===== config.mk =====
export PLATFORM = sky130hd
export DESIGN_NAME = slot_input_debounce_flat
export DESIGN_NICKNAME = d
export VERILOG_FILES = /design/src/rtl/slot_pkg.sv /design/src/rtl/slot_input_debounce_if.sv /design/src/rtl/debounce_channel.sv /design/src/rtl/slot_input_debounce.sv /design/src/flat_wrapper.sv
export SDC_FILE = /design/constraint.sdc
export NUM_CORES = 1
export LEC_CHECK = 0
export BUFFER_PORTS_ARGS = -buffer_cell sky130_fd_sc_hd__buf_2
export CORE_ASPECT_RATIO = 1.5
export CORE_MARGIN = 2
export CORE_UTILIZATION = 30
export CTS_BUF_LIST = sky130_fd_sc_hd__clkbuf_8
export CTS_CLUSTER_DIAMETER = 60
export CTS_CLUSTER_SIZE = 12
export DETAILED_ROUTE_END_ITERATION = 12
export GPL_TIMING_DRIVEN = 0
export MAX_ROUTING_LAYER = met4
export PLACE_DENSITY = 0.49
export SETUP_SLACK_MARGIN = 0.05
export SYNTH_ARGS = -nofsm -noshare
export SYNTH_HDL_FRONTEND = slang
export SYNTH_SLANG_ARGS = --single-unit

===== constraint.sdc =====
create_clock -name CLK -period 3.3 [get_ports CLK]
set_clock_uncertainty 0.15 [all_clocks]
set_input_delay 0.99 -clock CLK [delete_from_list [all_inputs] [get_ports CLK]]
set_output_delay 0.99 -clock CLK [all_outputs]
set_load 0.01 [all_outputs]

===== src/rtl/slot_pkg.sv =====
// Shared types and defaults for the slot input conditioning chain.
package slot_pkg;

    typedef enum logic [1:0] {
        STABLE_LOW  = 2'b00,
        PEND_HIGH   = 2'b01,
        STABLE_HIGH = 2'b11,
        PEND_LOW    = 2'b10
    } dbnc_state_t;

    localparam int DEF_N_CH       = 3;
    localparam int DEF_SAMPLE_DIV = 50000;
    localparam int DEF_STABLE_CNT = 10;

endpackage


===== src/rtl/slot_input_debounce_if.sv =====
// Raw inputs in, debounced levels and edge pulses out.
interface slot_input_debounce_if #(
    parameter int N_CH = 3
);

    logic [N_CH-1:0] raw_in;
    logic [N_CH-1:0] clean;
    logic [N_CH-1:0] rise;
    logic [N_CH-1:0] fall;
    logic            tick;

    modport master (
        output raw_in,
        input  clean,
        input  rise,
        input  fall,
        input  tick
    );

    modport slave (
        input  raw_in,
        output clean,
        output rise,
        output fall,
        output tick
    );

endinterface


===== src/rtl/debounce_channel.sv =====
// One debounce channel: 2-flop synchroniser, tick-qualified FSM, registered level and pulses.
module debounce_channel
    import slot_pkg::*;
#(
    parameter int STABLE_CNT = DEF_STABLE_CNT
) (
    input  logic i_clk,
    input  logic i_rst,
    input  logic i_tick,
    input  logic i_raw,
    output logic o_clean,
    output logic o_rise,
    output logic o_fall
);

    localparam int CW = $clog2(STABLE_CNT + 1);
    localparam logic [CW-1:0] CNT_LAST = CW'(STABLE_CNT - 1);

    logic          r_s1, r_s2;
    dbnc_state_t   r_state, w_state_d;
    logic [CW-1:0] r_cnt, w_cnt_d;
    logic          r_clean, r_rise, r_fall;
    logic          w_rise_d, w_fall_d;

    always_ff @(posedge i_clk) begin
        if (i_rst) begin
            r_s1    <= 1'b0;
            r_s2    <= 1'b0;
            r_state <= STABLE_LOW;
            r_cnt   <= '0;
            r_clean <= 1'b0;
            r_rise  <= 1'b0;
            r_fall  <= 1'b0;
        end else begin
            r_s1    <= i_raw;
            r_s2    <= r_s1;
            r_state <= w_state_d;
            r_cnt   <= w_cnt_d;
            r_clean <= (w_state_d == STABLE_HIGH) || (w_state_d == PEND_LOW);
            r_rise  <= w_rise_d;
            r_fall  <= w_fall_d;
        end
    end

    always_comb begin
        w_state_d = r_state;
        w_cnt_d   = r_cnt;
        w_rise_d  = 1'b0;
        w_fall_d  = 1'b0;
        if (i_tick) begin
            unique case (r_state)
                STABLE_LOW: begin
                    if (r_s2) begin
                        if (STABLE_CNT == 1) begin
                            w_state_d = STABLE_HIGH;
                            w_rise_d  = 1'b1;
                        end else begin
                            w_state_d = PEND_HIGH;
                            w_cnt_d   = CW'(1);
                        end
                    end
                end
                PEND_HIGH: begin
                    if (!r_s2) begin
                        w_state_d = STABLE_LOW;
                        w_cnt_d   = '0;
                    end else if (r_cnt == CNT_LAST) begin
                        w_state_d = STABLE_HIGH;
                        w_cnt_d   = '0;
                        w_rise_d  = 1'b1;
                    end else begin
                        w_cnt_d = r_cnt + CW'(1);
                    end
                end
                STABLE_HIGH: begin
                    if (!r_s2) begin
                        if (STABLE_CNT == 1) begin
                            w_state_d = STABLE_LOW;
                            w_fall_d  = 1'b1;
                        end else begin
                            w_state_d = PEND_LOW;
                            w_cnt_d   = CW'(1);
                        end
                    end
                end
                PEND_LOW: begin
                    if (r_s2) begin
                        w_state_d = STABLE_HIGH;
                        w_cnt_d   = '0;
                    end else if (r_cnt == CNT_LAST) begin
                        w_state_d = STABLE_LOW;
                        w_cnt_d   = '0;
                        w_fall_d  = 1'b1;
                    end else begin
                        w_cnt_d = r_cnt + CW'(1);
                    end
                end
                default: begin
                    w_state_d = STABLE_LOW;
                    w_cnt_d   = '0;
                end
            endcase
        end
    end

    assign o_clean = r_clean;
    assign o_rise  = r_rise;
    assign o_fall  = r_fall;

endmodule


===== src/rtl/slot_input_debounce.sv =====
// Top level: shared sample prescaler driving N_CH independent debounce channels.
module slot_input_debounce
    import slot_pkg::*;
#(
    parameter int N_CH       = DEF_N_CH,
    parameter int SAMPLE_DIV = DEF_SAMPLE_DIV,
    parameter int STABLE_CNT = DEF_STABLE_CNT
) (
    input  logic CLK,
    input  logic RESET,
    slot_input_debounce_if.slave bus
);

    localparam int PW = (SAMPLE_DIV > 1) ? $clog2(SAMPLE_DIV) : 1;
    localparam logic [PW-1:0] DIV_LAST = PW'(SAMPLE_DIV - 1);

    if (SAMPLE_DIV < 1 || STABLE_CNT < 1) begin : g_bad_param
        $error("slot_input_debounce: SAMPLE_DIV and STABLE_CNT must both be >= 1");
    end

    logic [PW-1:0] r_div;
    logic          w_tick;

    // Masked during reset so no tick is seen while everything is being cleared.
    assign w_tick = (r_div == DIV_LAST) && !RESET;

    always_ff @(posedge CLK) begin
        if (RESET) begin
            r_div <= '0;
        end else if (w_tick) begin
            r_div <= '0;
        end else begin
            r_div <= r_div + PW'(1);
        end
    end

    assign bus.tick = w_tick;

    for (genvar g = 0; g < N_CH; g++) begin : g_ch
        debounce_channel #(
            .STABLE_CNT (STABLE_CNT)
        ) u_ch (
            .i_clk   (CLK),
            .i_rst   (RESET),
            .i_tick  (w_tick),
            .i_raw   (bus.raw_in[g]),
            .o_clean (bus.clean[g]),
            .o_rise  (bus.rise[g]),
            .o_fall  (bus.fall[g])
        );
    end

endmodule

===== src/flat_wrapper.sv =====
// flat-port wrapper written by rule: the top's interface ports become plain ports
module slot_input_debounce_flat import slot_pkg::*;
#(
    parameter int N_CH       = DEF_N_CH,
    parameter int SAMPLE_DIV = DEF_SAMPLE_DIV,
    parameter int STABLE_CNT = DEF_STABLE_CNT
)
  (CLK, RESET, bus_raw_in, bus_clean, bus_rise, bus_fall, bus_tick);
  slot_input_debounce_if #(.N_CH(N_CH)) bus_i ();
  input  logic CLK;
  input  logic RESET;
  input wire logic [$bits(bus_i.raw_in)-1:0] bus_raw_in;
  output wire logic [$bits(bus_i.clean)-1:0] bus_clean;
  output wire logic [$bits(bus_i.rise)-1:0] bus_rise;
  output wire logic [$bits(bus_i.fall)-1:0] bus_fall;
  output wire logic [$bits(bus_i.tick)-1:0] bus_tick;
  assign bus_i.raw_in = bus_raw_in;
  assign bus_clean = bus_i.clean;
  assign bus_rise = bus_i.rise;
  assign bus_fall = bus_i.fall;
  assign bus_tick = bus_i.tick;
  slot_input_debounce #(.N_CH(N_CH), .SAMPLE_DIV(SAMPLE_DIV), .STABLE_CNT(STABLE_CNT)) u_core (.CLK(CLK), .RESET(RESET), .bus(bus_i));
endmodule

==> results.cfg <==
[synthesis]
ys_seq_area_share_pct = 37.91
synthFlopType = dfxtp_1
synth.distinct_cells = 44
yosys-top-cells-area = dfxtp_1 (38%), ha_1 (9.2%), a21oi_1 (5.0%), nor2_1 (4.9%), o21ai_0 (3.5%)
synth_edf_count = 0
syn_area_per_cell_um2 = 8.596
yosys.area.top_type = dfxtp_1
ys_ff_latch = 49
synth_area_um2 = 2587
synth_fp_nets = 325
yosysWarningCount = 0
synth_top_area_share_pct = 37.91
async_flop_share_pct = 0
synth_cells = 301

[setup_path]
path_cells = buf_2 -> nor4_1 -> and4_1 -> buf_6 -> buf_2
r2r-start = u_core.r_div[0]$_SDFF_PP0_
r2r_end = u_core.r_div[8]$_SDFF_PP0_
max_stage_delay_ns = 0.23
cpMostUsedCell = buf_2
critPathKind = in2out
start_kind = input pin
cp_data_required_time_ns = 2.16
cp.arrival_ns = 1.83
crit_path_top_delay_cell = and4_1
r2r_setup_slack_ns = 0.82
end_kind = output port
critPathMaxFanout = 7
reg2reg_depth = 7

[global_routing]
overflow = 0
grt_pass1_vias = 1941
antenna_found_initial = 0
grt_pass1_wl_um = 9163
grt_usage_pct = 12.63
grt_max_degree = 14

[clocking]
ctsRootBufferMaster = clkbuf_8
cts-hold-fix-buffers = 0
cts_tree = yes
clock_sinks = 49
clockBufferDepth = 2
clk_pin_slew_ns = 0.09
cts_resized = 0
insertion_delay_ns = 0.31
cts_buffers = 5
htreeDepth = 2
post_cts_buffers = 0

[route]
routed_wirelength_um = 5286
drt_iter0_drc = 48
detail-route-antenna-nets = 0
wl_per_cell_um = 12.32
viasPerCell = 4.816
first_pass_iters = 4
vias = 2066
drc = 0

[placement]
placedCellCount = 422
port_buffers = 14
place.gp.congestion = 0.7302
place_ws_ns = 0.3334
dp_hpwl_um = 3810

[floorplan]
die_h_um = 117.7
ios = 15
initial_core_util_pct = 30.76
fp.dieArea_um2 = 9399
core_um2 = 8413
die_x_um = 79.83
rows = 41

[final_layout]
diodes = 0
fin_cells = 429
finalNetCount = 346
final_util_pct = 34.21
syn_to_final_growth_pct = 11.22
layout-drive-gt1-share_pct = 14.91

[timing]
relSlewSlack_pct = 53.34
tightest_slew_ns = 0.6936
fin_ws_ns = 0.3289
fin_tns_setup_ns = 0
hold_viol = 0
min_period_ns = 2.971
fmax_mhz = 336.6
post-route-period-util_pct = 90.03
finalSetupViolations = 0
slew_violations = 0
rsz0062_at_grt = no

[power_and_ir_drop]
clkPwrFrac_pct = 36.5
power.density_nw_per_um2 = 346.1
power.internal_w = 0.0007724
ir_drop_v = 0.0001902
sw_frac_of_total_pct = 22.45
p_total_w = 0.0009960
pwr-share-comb_pct = 3.1
leakagePower_nw = 1.120
power.switching_w = 0.0002236
seqPwrFrac_pct = 60.4

[run_status]
status = complete, no violations

[hold_path]
min_to = u_core.g_ch[2].u_ch.r_s2$_SDFF_PP0_
worstHoldStart = u_core.g_ch[2].u_ch.r_s1$_SDFF_PP0_
whs_path_depth = 1
hp-class = reg2reg

[job]
maxCapViolCount = 0
[cell type report]
cell class                      count  area [um^2]
Clock inverter                      1        3.754
Sequential cell                    49        980.9
Inverter                           17        63.81
Multi-Input combinational cell    218         1424
Tap cell                          107        133.9
Buffer                             17        118.9
Fill cell                         900         5535
Timing Repair Buffer               14        70.07
Clock buffer                        6        82.58
[per-stage QoR]
| stage | cell area [um^2] | hold WS (ns) |
|---|---|---|
| final | 2878 | 0.2888 |
| after global placement | 2791 | 0.2751 |
| after floorplan | 2587 | 0.2638 |
| after global routing | 2878 | 0.3110 |
| after detailed placement | 2791 | 0.2813 |
| after CTS | 2878 | 0.2943 |
[cell usage in the layout, fill, tap and decap left out, types with 3 or more instances in the layout]
cell type | Yosys | final
mux2i_1 | 3 | 3
nor2_1 | 34 | 34
nand4_1 | 3 | 3
xor2_1 | 7 | 7
xnor2_1 | 7 | 7
nand2_1 | 22 | 22
clkbuf_8 | 0 | 6
nor3b_1 | 3 | 3
or4_1 | 7 | 7
nor2b_1 | 12 | 12
buf_4 | 10 | 10
nor3_1 | 3 | 3
a21oi_1 | 26 | 26
nand3b_1 | 3 | 3
inv_1 | 17 | 18
o21ai_0 | 18 | 18
nand3_1 | 12 | 12
and3_1 | 3 | 3
mux2_2 | 3 | 3
nand2_4 | 3 | 3
buf_2 | 4 | 18
dfxtp_1 | 49 | 49
ha_1 | 19 | 19
or3_1 | 4 | 4
[routing by layer]
metal / vias up / global-route usage (%) / part of all wire [%] / wire length, um
li1: 1072 / - / - / -
met1: 951 / 14.36 / 44 / 2325
met2: 35 / 20.90 / 51 / 2670
met3: 8 / 2.991 / 3.3 / 175
met4: 0 / 5.403 / 2.2 / 114
met5: - / - / 0 / 0
[cells by family (layout without fill, tap and decap cells)]
group | Yosys count | in the layout | share of synthesized area, %
AO/OA/AOI/OAI | 55 | 55 | 11.99
XOR/XNOR | 14 | 14 | 4.739
adder cells (fa/ha/maj) | 19 | 19 | 9.188
buffers and inverters | 34 | 55 | 7.060
flip-flops | 49 | 49 | 37.91
multiplexers | 6 | 6 | 2.466
AND/OR/NAND/NOR | 124 | 124 | 26.64
[synthesized netlist by cell type, drive strengths merged, types with 3 or more instances]
master / instances
inv: 17
and3: 3
nor3b: 3
xor2: 7
nor2b: 12
nor2: 34
nor4: 3
or4: 7
nand2: 25
nand4: 3
mux2i: 3
nand3: 12
nand3b: 3
mux2: 3
buf: 15
o21ai: 18
xnor2: 7
a21oi: 27
or3: 7
dfxtp: 49
ha: 19
nor3: 3
[flip-flops by register name (all words and copies together) (netlist names)]
signal and count:
u_core.g_ch.u_ch.r_s1 3, u_core.g_ch.u_ch.r_cnt 12, u_core.g_ch.u_ch.r_state 6, u_core.g_ch.u_ch.o_clean 3, u_core.r_div 16, u_core.g_ch.u_ch.o_rise 3, u_core.g_ch.u_ch.r_s2 3, u_core.g_ch.u_ch.o_fall 3
[worst max path at each step]
stage | endpoint | start | slack [ns] | cells past startpoint
after global placement | bus_tick | RESET | 0.34 | 5
final | bus_tick | RESET | 0.33 | 5
after detailed placement | bus_tick | RESET | 0.33 | 5
after floorplan | bus_tick | RESET | 0.67 | 3
after CTS | bus_tick | RESET | 0.33 | 5
after global routing | bus_tick | RESET | 0.22 | 5
[power by group through the flow]
stage / sequential [W] / combinational (W) / clock [W]
2_1_floorplan: 0.000614 / 0.0000216 / 0
3_3_place_gp: 0.000616 / 0.0000318 / 0
3_5_place_dp: 0.000616 / 0.0000320 / 0
4_1_cts: 0.000602 / 0.0000320 / 0.000385
5_1_grt: 0.000603 / 0.0000356 / 0.000407
6_report: 0.000602 / 0.0000310 / 0.000363
[critical path: cells and delay by family]
family / cells / cell delay, ns
buf+inv: 3 / 0.44
simple gates: 2 / 0.39
Power figures use the tool's default switching activity.
